### src/rtl/mips_uart_tx.sv
// rtl/mips_uart_tx.sv - memory-mapped 8N1 UART transmitter with a small TX FIFO
//
// Stores from the CPU to BASE_ADDR queue a byte in the TX FIFO. The serialiser
// drains the FIFO one byte at a time and sends each byte as start, 8 data bits
// (LSB first) and stop. Each bit lasts CLKS_PER_BIT clocks.
// A store to BASE_ADDR+4 clears the sticky overflow flag.
//
// Ports:
//   clock       single clock, all state changes on posedge
//   reset       synchronous, active-high
//   address     CPU data address
//   write_data  CPU store data; [7:0] is the byte for TXDATA
//   mem_write   CPU store strobe, one cycle per store
//   sel         combinational; high when address hits TXDATA or STATUS
//   read_data   combinational; STATUS {29'b0, overflow, busy, full} at BASE_ADDR+4, else 0
//   tx          registered serial output, idle high
module mips_uart_tx #(
    parameter logic [31:0] BASE_ADDR    = 32'h0000_FF00,
    parameter int unsigned CLKS_PER_BIT = 4,
    parameter int unsigned FIFO_DEPTH   = 4
) (
    input  logic        clock,
    input  logic        reset,
    input  logic [31:0] address,
    input  logic [31:0] write_data,
    input  logic        mem_write,
    output logic        sel,
    output logic [31:0] read_data,
    output logic        tx
);

    localparam int unsigned AW = (FIFO_DEPTH > 1) ? $clog2(FIFO_DEPTH) : 1;
    localparam int unsigned CW = (CLKS_PER_BIT > 1) ? $clog2(CLKS_PER_BIT) : 1;

    localparam logic [CW-1:0] CLK_LAST    = CW'(CLKS_PER_BIT - 1);
    localparam logic [AW:0]   COUNT_FULL  = (AW + 1)'(FIFO_DEPTH);
    localparam logic [31:0]   STATUS_ADDR = BASE_ADDR + 32'd4;

    localparam logic [1:0] S_IDLE  = 2'd0;
    localparam logic [1:0] S_START = 2'd1;
    localparam logic [1:0] S_DATA  = 2'd2;
    localparam logic [1:0] S_STOP  = 2'd3;

    // FIFO storage and bookkeeping
    logic [7:0]    fifo_mem_q [FIFO_DEPTH];
    logic [AW-1:0] wptr_q, wptr_d;
    logic [AW-1:0] rptr_q, rptr_d;
    logic [AW:0]   count_q, count_d;

    // Serialiser state
    logic [1:0]    state_q, state_d;
    logic [CW-1:0] clk_cnt_q, clk_cnt_d;
    logic [2:0]    bit_cnt_q, bit_cnt_d;
    logic [7:0]    shift_q, shift_d;
    logic          tx_q, tx_d;
    logic          ovf_q, ovf_d;

    logic is_data;
    logic is_status;
    logic full;
    logic busy;
    logic push;
    logic drop;
    logic clr;
    logic pop;
    logic bit_done;

    // Address decode and register read path
    assign is_data   = (address == BASE_ADDR);
    assign is_status = (address == STATUS_ADDR);
    assign sel       = is_data | is_status;

    assign full = (count_q == COUNT_FULL);
    assign busy = (state_q != S_IDLE) | (count_q != '0);

    assign read_data = is_status ? {29'b0, ovf_q, busy, full} : 32'b0;

    // full is taken from the registered count, so a store that arrives while
    // full is dropped even if the serialiser pops on the same edge.
    assign push = mem_write & is_data & ~full;
    assign drop = mem_write & is_data & full;
    assign clr  = mem_write & is_status;

    // The serialiser only takes a byte from IDLE; the FIFO head is loaded
    // into the shift register on the same edge the start bit begins.
    assign pop = (state_q == S_IDLE) & (count_q != '0);

    assign bit_done = (clk_cnt_q == CLK_LAST);

    assign tx = tx_q;

    always_comb begin
        wptr_d = wptr_q;
        rptr_d = rptr_q;
        count_d = count_q;
        ovf_d = ovf_q;

        if (push) begin
            wptr_d = wptr_q + AW'(1);
        end
        if (pop) begin
            rptr_d = rptr_q + AW'(1);
        end

        case ({push, pop})
            2'b10:   count_d = count_q + (AW + 1)'(1);
            2'b01:   count_d = count_q - (AW + 1)'(1);
            default: count_d = count_q;
        endcase

        // Drop and clear target different addresses, so they never coincide.
        if (drop) begin
            ovf_d = 1'b1;
        end else if (clr) begin
            ovf_d = 1'b0;
        end
    end

    always_comb begin
        state_d = state_q;
        clk_cnt_d = clk_cnt_q;
        bit_cnt_d = bit_cnt_q;
        shift_d = shift_q;
        tx_d = tx_q;

        case (state_q)
            S_IDLE: begin
                tx_d = 1'b1;
                if (pop) begin
                    shift_d = fifo_mem_q[rptr_q];
                    tx_d = 1'b0;
                    clk_cnt_d = '0;
                    state_d = S_START;
                end
            end

            S_START: begin
                if (bit_done) begin
                    clk_cnt_d = '0;
                    bit_cnt_d = 3'd0;
                    tx_d = shift_q[0];
                    state_d = S_DATA;
                end else begin
                    clk_cnt_d = clk_cnt_q + CW'(1);
                end
            end

            S_DATA: begin
                if (bit_done) begin
                    clk_cnt_d = '0;
                    if (bit_cnt_q == 3'd7) begin
                        tx_d = 1'b1;
                        state_d = S_STOP;
                    end else begin
                        // The bit on the line is always shift_q[0]; the next one
                        // is shift_q[1] and becomes the new LSB after the shift.
                        bit_cnt_d = bit_cnt_q + 3'd1;
                        tx_d = shift_q[1];
                        shift_d = {1'b0, shift_q[7:1]};
                    end
                end else begin
                    clk_cnt_d = clk_cnt_q + CW'(1);
                end
            end

            S_STOP: begin
                if (bit_done) begin
                    clk_cnt_d = '0;
                    state_d = S_IDLE;
                end else begin
                    clk_cnt_d = clk_cnt_q + CW'(1);
                end
            end

            default: begin
                tx_d = 1'b1;
                clk_cnt_d = '0;
                state_d = S_IDLE;
            end
        endcase
    end

    always_ff @(posedge clock) begin
        if (reset) begin
            wptr_q <= '0;
            rptr_q <= '0;
            count_q <= '0;
            state_q <= S_IDLE;
            clk_cnt_q <= '0;
            bit_cnt_q <= 3'd0;
            shift_q <= 8'd0;
            tx_q <= 1'b1;
            ovf_q <= 1'b0;
        end else begin
            wptr_q <= wptr_d;
            rptr_q <= rptr_d;
            count_q <= count_d;
            state_q <= state_d;
            clk_cnt_q <= clk_cnt_d;
            bit_cnt_q <= bit_cnt_d;
            shift_q <= shift_d;
            tx_q <= tx_d;
            ovf_q <= ovf_d;
        end
    end

    // FIFO contents need no reset; the pointers and count define validity.
    always_ff @(posedge clock) begin
        if (push && !reset) begin
            fifo_mem_q[wptr_q] <= write_data[7:0];
        end
    end

endmodule

### config.mk
export PLATFORM = sky130hd
export DESIGN_NAME = mips_uart_tx
export DESIGN_NICKNAME = d
export VERILOG_FILES = /design/src/rtl/mips_uart_tx.sv
export SDC_FILE = /design/constraint.sdc
export NUM_CORES = 1
export LEC_CHECK = 0
export BUFFER_PORTS_ARGS = -buffer_cell sky130_fd_sc_hd__buf_2
export CAP_MARGIN = 30
export CORE_MARGIN = 5
export CORE_UTILIZATION = 50
export DETAILED_ROUTE_END_ITERATION = 16
export HOLD_SLACK_MARGIN = 0.15
export PLACE_DENSITY = 0.88
export RECOVER_POWER = 25
export SYNTH_ARGS = -nofsm -noshare
export SYNTH_HDL_FRONTEND = slang
export SYNTH_SLANG_ARGS = --single-unit
export TNS_END_PERCENT = 30
### constraint.sdc
create_clock -name clock -period 3.6 [get_ports clock]
set_input_delay 0.36 -clock clock [delete_from_list [all_inputs] [get_ports clock]]
set_output_delay 0.36 -clock clock [all_outputs]
set_load 0.02 [all_outputs]
== Word-level counts from Yosys, hierarchy flattened ==
Memory sizes are Yosys's and may differ from the RTL's. A register that Yosys moved wholly into a read port is not among the register bits.
Cells that the tools add are included.

* Output and inout bits: 34
* Word-level logic and storage cells: 85
* RAM bits: 32
* Register bits after elaboration: 24
* Memories: 1

* Add/sub/neg operators: 6
* Equality and inequality tests: 16
* Reduce and logical (&&, ||, !) cells: 15
* Bitwise gates (word level): 8
* Muxes and demuxes: 30

{| class="wikitable"
|+ Memories
! memory !! words !! bits a word !! rd ports !! clocked after Yosys merged registers in !! write ports !! RTL line !! RTL
|-
| fifo_mem_q || 4 || 8 || 1 || 1 || 1 || 45 || <nowiki>logic [7:0] fifo_mem_q [FIFO_DEPTH];</nowiki>
|}

{| class="wikitable"
|+ Operators with widths
! operator !! count
|-
| $eq 32x16->1 const B || 2
|-
| $mux 8 || 3
|-
| $mux 2 || 9
|-
| $pmux 8 s2 || 1
|-
| $mux 3 || 4
|-
| $ne 2x2->1 const B || 6
|-
| $pmux 3 s2 || 2
|-
| $reduce_bool 2->1 || 5
|-
| $eq 2x2->1 const B || 4
|-
| $mux 1 || 8
|-
| $pmux 2 s4 || 1
|-
| $reduce_and 4->1 || 2
|-
| $add 2x1->2 const B || 3
|-
| $add 3x1->3 const B || 2
|-
| $eq 3x3->1 const B || 2
|-
| $reduce_bool 3->1 || 2
|-
| $and 1x1->1 || 5
|-
| $reduce_and 5->1 || 1
|-
| $eq 2x1->1 const B || 2
|-
| $pmux 2 s2 || 1
|-
| $pmux 1 s3 || 1
|-
| $reduce_and 3->1 || 1
|-
| $reduce_or 3->1 || 1
|-
| $sub 3x1->3 const B || 1
|-
| 5 further kinds || 6
|}

== Logic depth before layout (Yosys ltp) ==
Gate-level depths: netlist (run 1).

* Depth after elaboration: 6
* Mapped depth: 8
* Mapped depth without buffers: 8

== Worst setup path after synthesis (run 1) ==
OpenSTA, ideal clock, no wires.

* Path kind: input port to flip-flop
* Start: input address[5]
* End: register count_q[2]
* Data arrival time: 2.615 ns
* Slack: 0.915 ns
* Stages: 8
* Buffers on the path: 0
* Cells stage by stage: or4b_4 nor4_4 nand4_4 ha_1 fa_1 xnor2_1 or3_1 a21oi_1

* Cells in the longest elaborated chain, start to end: 5
* Elaborated cells on any way between the ends: 7
* Classes of those cells: eq/ne (3); mux (1); bitwise (2); reduce/logical (1)

{| class="wikitable"
|+ Ends and longest elaborated chain
! item !! RTL line !! RTL
|-
| start: declaration || 24 || <nowiki>input logic [31:0] address,</nowiki>
|-
| $eq 32x16->1 * || 69 || <nowiki>assign is_data = (address == BASE_ADDR);</nowiki>
|-
| $and 1x1->1 * (2 in a row) || 80 || <nowiki>assign push = mem_write & is_data & ~full;</nowiki>
|-
| $eq 2x1->1 or $eq 2x2->1 (tied branches) || 105 || <nowiki>case ({push, pop})</nowiki>
|-
| $pmux 3 s2 or $reduce_bool 2->1 (tied branches) || - ||
|-
| end signal: assignment || 197 || <nowiki>count_q <= count_d;</nowiki>
|-
| end: declaration || 48 || <nowiki>logic [AW:0] count_q, count_d;</nowiki>
|}

Mark *: on every way between the ends. The rest lies on a longest branch, timed or not.
A chain may end at the register's enable or synchronous reset.

== Worst setup path in the final report (run 1) ==
Ends and elaborated chain as after synthesis.

==> flow_summary.yaml, run 1 <==
clock_tree:
  insertion_delay_ps: 330
  cts_sinks: 58
  hold_buffers: 0
  clk_pin_slew_worst_paths_ps: 60
  cts_tree: "yes"
  htreeDepth: 3
  cts_made_buffers: 9
  post-cts-setup-buffers: 0
  cts_resized: 0
  root_buffer: "clkbuf_8"
  cts_buffer_depth: 2
sta:
  worstMarginPinSlew_ps: 1000
  period_share: 0.728
  rsz0062_at_grt: "false"
  max_freq_ghz: 0.381
  fin_skew_ps: 3.46
  min_period_ps: 2620
  finalSetupViolCount: 0
  maxSlewViolCount: 0
  slew_headroom: 0.332
  whs_ps: 247
  hold_violations: 0
  finalSetupTns_ps: 0
critical_path:
  cp.required_ps: 3860
  path_class: "in -> reg"
  r2r-end: "shift_q[5]"
  endpoint: "count_q[2]"
  worstPathArrival_ps: 2880
  reg2reg_slack_ps: 1220
  cp-startpoint: "address[5]"
  rr_startpoint: "state_q[0]"
  endpoint_kind: "flip-flop"
  crit_path_start_kind: "primary input"
  r2r_cells: 6
  path_max_fanout: 7
detailed_routing:
  drt_iter0_drc: 113
  ant_nets: 0
  num_vias: 1904
  vias_per_cell: 5.08
  wl_um: 5260
  wl_per_cell_um: 14.0
  drc: 0
  dr.pass1.iters: 4
placement:
  gp_congestion: 0.804
  dpl.hpwl_um: 3830
  port-buffer-count: 47
synth:
  yosysTopAreaCellShare: 0.336
  ys.flop_type: "edfxtp_1"
  yosysWarnings: 0
  syn-instance-count: 247
  ys_types: 47
  netlist_area_um2: 2860
  synth_top_area_cell: "edfxtp_1"
  synth-seq-area-share: 0.518
  ys_seq_elements: 58
  synthTopCellsByArea: "edfxtp_1 (34%), dfxtp_1 (18%), buf_4 (7.6%)"
  avgSynthCellArea_um2: 11.6
  synth_edf_count: 32
  async_flop_share: 0
job:
  maxCapViolCount: 0
cells_and_area:
  drive_above_1_share: 0.238
  syn_to_final_growth_pct: 14.2
  num_antenna_cells: 0
  fin_nets: 379
  seq_area_um2: 1480
  multi_input_area_um2: 1200
  fillers: 451
global_routing:
  grt_max_degree: 33
  gr-total-overflow: 0
  grt_antenna_before_repair: 0
  grt_use_total: 0.148
  grt_pass1_wl_um: 8510
  grt_pass1_vias: 1902
floorplan:
  row_count: 27
  core_region_area_um2: 5540
  ios: 101
  die_h_um: 85.6
  start_util: 0.516
  die_area_um2: 7330
  fp.dieW_um: 85.6
power:
  power.density_nw_per_um2: 497
  power_uw: 1620
  vdd_drop_max_uv: 388
  power_leakage_uw: 0.00125
min_path:
  hp-class: "in -> reg"
run_status:
  status: "completed"
-- layer usage --
metal | vias to the layer above | GRT usage | share of wire
met1 | 913 | 0.151 | 0.38
met4 | 0 | 0.0331 | 0.0088
met2 | 45 | 0.285 | 0.55
met5 | - | 0 | 0
met3 | 7 | 0.0567 | 0.052
li1 | 939 | - | -
-- power by group --
group / internal, µW / switching (µW) / total [µW]
sequential: 741 / 23.3 / 765
combinational: 89.3 / 142 / 232
clock: 384 / 243 / 627
total: 1210 / 409 / 1620
-- sequential cells by signal, summed over array words and instances, names as in the netlist, named ones only --
register	flops
state_q	2
shift_q	8
clk_cnt_q	2
ovf_q	1
tx	1
count_q	3
bit_cnt_q	3
wptr_q	2
fifo_mem_q	32
rptr_q	2
-- synth_stat cells (2+ instances only) --
master and instances:
o21ai_0 5, nor4_1 5, nor3_1 2, dfxtp_1 26, nand4b_1 2, clkbuf_1 7
nand3_1 2, a21oi_1 9, nor2_1 24, mux4_2 8, nand3b_1 3, edfxtp_1 32
inv_1 6, nand2_1 25, o21bai_1 2, ha_1 12, xnor2_1 2, nand2b_1 4
xor2_1 2, nor3b_1 5, buf_4 29, a211oi_1 2, mux2i_1 2, a311oi_1 8
-- worst min path at each step --
stage | startpoint | to | slack, ps | cells after the start
global route | write_data[1] | fifo_mem_q[3][1] | 250 | 1
finish | write_data[1] | fifo_mem_q[3][1] | 250 | 1
floorplan | shift_q[7] | shift_q[7] | 450 | 2
detailed placement | tx | tx | 450 | 1
CTS | write_data[7] | fifo_mem_q[3][7] | 230 | 1
global placement | tx | tx | 450 | 1
-- through the flow --
| step | setup WS (ps) | instances | area, µm² | util |
|---|---|---|---|---|
| finish | 978 | 375 | 3270 | 0.590 |
| global route | 836 | 375 | 3270 | 0.590 |
| CTS | 980 | 375 | 3280 | 0.591 |
| detailed placement | 649 | 360 | 3070 | 0.554 |
| global placement | 729 | 360 | 3070 | 0.554 |
| floorplan | 915 | 275 | 2970 | - |
-- worst max-delay path, cell delays in order --
cell and delay [ps]:
buf_2 100, or4b_4 550, nor4_4 350, nand4_4 220
ha_1 310, fa_1 400, xnor2_1 150, or3_1 310
a21oi_1 140
-- cell type report --
class	instances	area share
Multi-Input combinational cell	172	0.369
Sequential cell	58	0.453
Clock buffer	10	0.0391
Tap cell	72	0.0276
Inverter	7	0.00804
Timing Repair Buffer	51	0.0785
Clock inverter	5	0.0245
-- cells in the final DEF, fill, tap and decap left out, types with 2 or more instances in the layout --
master	synthesis	routed
buf_2	1	40
a21oi_1	9	9
o21ai_0	5	5
a211oi_1	2	2
ha_1	12	12
xor2_1	2	2
buf_4	29	4
nand4b_1	2	2
clkinvlp_4	0	2
nand2b_1	4	4
nor2_1	24	24
nand3b_1	3	3
edfxtp_1	32	32
nand2_1	25	25
nor3b_1	5	5
nand3_1	2	2
bufinv_16	0	2
nor4_1	5	5
inv_1	6	6
conb_1	1	29
mux4_2	8	8
clkbuf_8	0	9
nor3_1	2	2
clkbuf_1	7	8
dfxtp_1	26	26
o21bai_1	2	2
mux2i_1	2	2
a311oi_1	8	8
xnor2_1	2	2
-- logic make-up after synthesis --
kind of cell	after synthesis	synth area share
flip-flops	58	0.518
multiplexers	11	0.0752
adder cells (fa/ha/maj)	13	0.0595
XOR/XNOR	4	0.0123
buffers and inverters	45	0.0975
other	1	0.00131
AND/OR/NAND/NOR	83	0.159
AO/OA/AOI/OAI	32	0.0774
(Power assumes the default switching activity.)
==> run 2: changes to the inputs <==
clock period = 2.6 ns   (was 3.6 ns; I/O delays follow)
==> flow_summary.yaml, run 2 (synthesis gave the netlist of run 1 again) <==
detailed_routing:
  dr.pass1.iters: 4
  vias_per_cell: 5.05
  drt_iter0_drc: 187
  wl_per_cell_um: 14.4
  ant_nets: 0
  drc: 0
  wl_um: 5600
  num_vias: 1960
cells_and_area:
  layout_common_cells: "buf_2 (39), edfxtp_1 (32), conb_1 (29)"
  top_regs: "fifo_mem_q: 32 flops, shift_q: 8 flops"
  drive_above_1_share: 0.244
  layout_commonest_cell: "buf_2"
  num_antenna_cells: 0
  final_area_um2: 3390
  fin_nets: 391
  utilization: 0.611
  largest_register: "fifo_mem_q"
  syn_to_final_growth_pct: 18.4
  largest_reg_flops: 32
placement:
  port-buffer-count: 47
  post_dp_cell_area_um2: 3100
  dpl.hpwl_um: 3830
  pre_cts_slack_ps: -99.7
  gp_congestion: 0.798
min_path:
  hp-class: "in -> reg"
  hp-start: "mem_write"
  hold_depth: 3
  min_to: "ovf_q"
floorplan:
  row_count: 27
  ios: 101
  fp.dieW_um: 85.6
  die_h_um: 85.6
  die_area_um2: 7330
  core_region_area_um2: 5540
  start_util: 0.516
critical_path:
  reg2reg_slack_ps: 320
  path_max_fanout: 2
  r2r_cells: 8
  rr_startpoint: "state_q[0]"
  path_class: "in -> reg"
  worstPathArrival_ps: 2620
  crit_path_start_kind: "primary input"
  endpoint_kind: "flip-flop"
  cp.required_ps: 2870
  r2r-end: "count_q[2]"
power:
  power_uw: 2320
  power.density_nw_per_um2: 685
  vdd_drop_max_uv: 495
  power_leakage_uw: 0.00131
sta:
  rsz0062_at_grt: "false"
  max_freq_ghz: 0.425
  layout_setup_ws_ps: 247
  hold_violations: 0
  fin_skew_ps: 8.70
  finalSetupViolCount: 0
  slew_headroom: 0.627
  worstMarginPinSlew_ps: 558
  period_share: 0.905
  min_period_ps: 2350
  maxSlewViolCount: 0
global_routing:
  grt_use_total: 0.165
  gr-total-overflow: 0
  grt_antenna_before_repair: 0
  grt_pass1_wl_um: 9410
  grt_max_degree: 33
  grt_pass1_vias: 2061
clock_tree:
  root_buffer: "clkbuf_8"
  clk_pin_slew_worst_paths_ps: 70
  cts_made_buffers: 9
  cts_buffer_depth: 2
  insertion_delay_ps: 340
  cts_tree: "yes"
  cts_sinks: 58
  htreeDepth: 3
  post-cts-setup-buffers: 0
job:
  maxCapViolCount: 0
run_status:
  status: "completed"
## run 2: cell types whose count changed in the layout (fill, tap and decap cells not counted), sizes merged
cell	delta
clkinv	+2
buf	+3
dlygate4sd3	+8
## run 2: cell type report
type	count	area [µm²]
Fill cell	451	2150
Tap cell	72	90.1
Multi-Input combinational cell	172	1200
Inverter	7	26.3
Sequential cell	58	1480
Timing Repair Buffer	63	365
Clock buffer	9	124
Clock inverter	7	93.8
## run 2: how the worst max path moves through the flow
stage,startpoint,endpoint,slack (ps),cells after the start
finish,address[5],count_q[2],250,9
global route,address[5],count_q[2],150,9
CTS,address[5],count_q[2],250,9
detailed placement,address[5],count_q[2],-100,9
global placement,address[5],count_q[2],-40,9
floorplan,address[5],count_q[2],10,8
## run 2: critical path, stage by stage
cell	delay, ps
buf_2	100
or4b_4	550
nor4_4	360
nand4_4	140
ha_1	240
fa_1	380
xnor2_1	140
or3_1	310
a21oi_1	140
## run 2: stage by stage
step                instances  hold slack (ps)  setup TNS (ps)
finish                    388              246               0
global route              388              234               0
CTS                       388              227               0
detailed placement        364              461           -99.7
global placement          364              452           -41.8
floorplan                 275              359               0
## run 2: report_power, final
| group | internal, µW | total (µW) | switching (µW) | leakage [µW] |
|---|---|---|---|---|
| Clock | 537 | 906 | 369 | 0.000105 |
| Combinational | 144 | 350 | 206 | 0.000705 |
| Sequential | 1030 | 1060 | 36.1 | 0.000497 |
## run 2: routing by layer
layer | track usage | share of wire
met5 | 0 | 0
met4 | 0.0647 | 0.012
met3 | 0.0480 | 0.056
met2 | 0.309 | 0.56
met1 | 0.172 | 0.37
## run 2: what timing repair did
item                                   CTS  global route
endpoints found under the hold margin   32             0
hold buffers                             8             0
resized for setup                        0             0
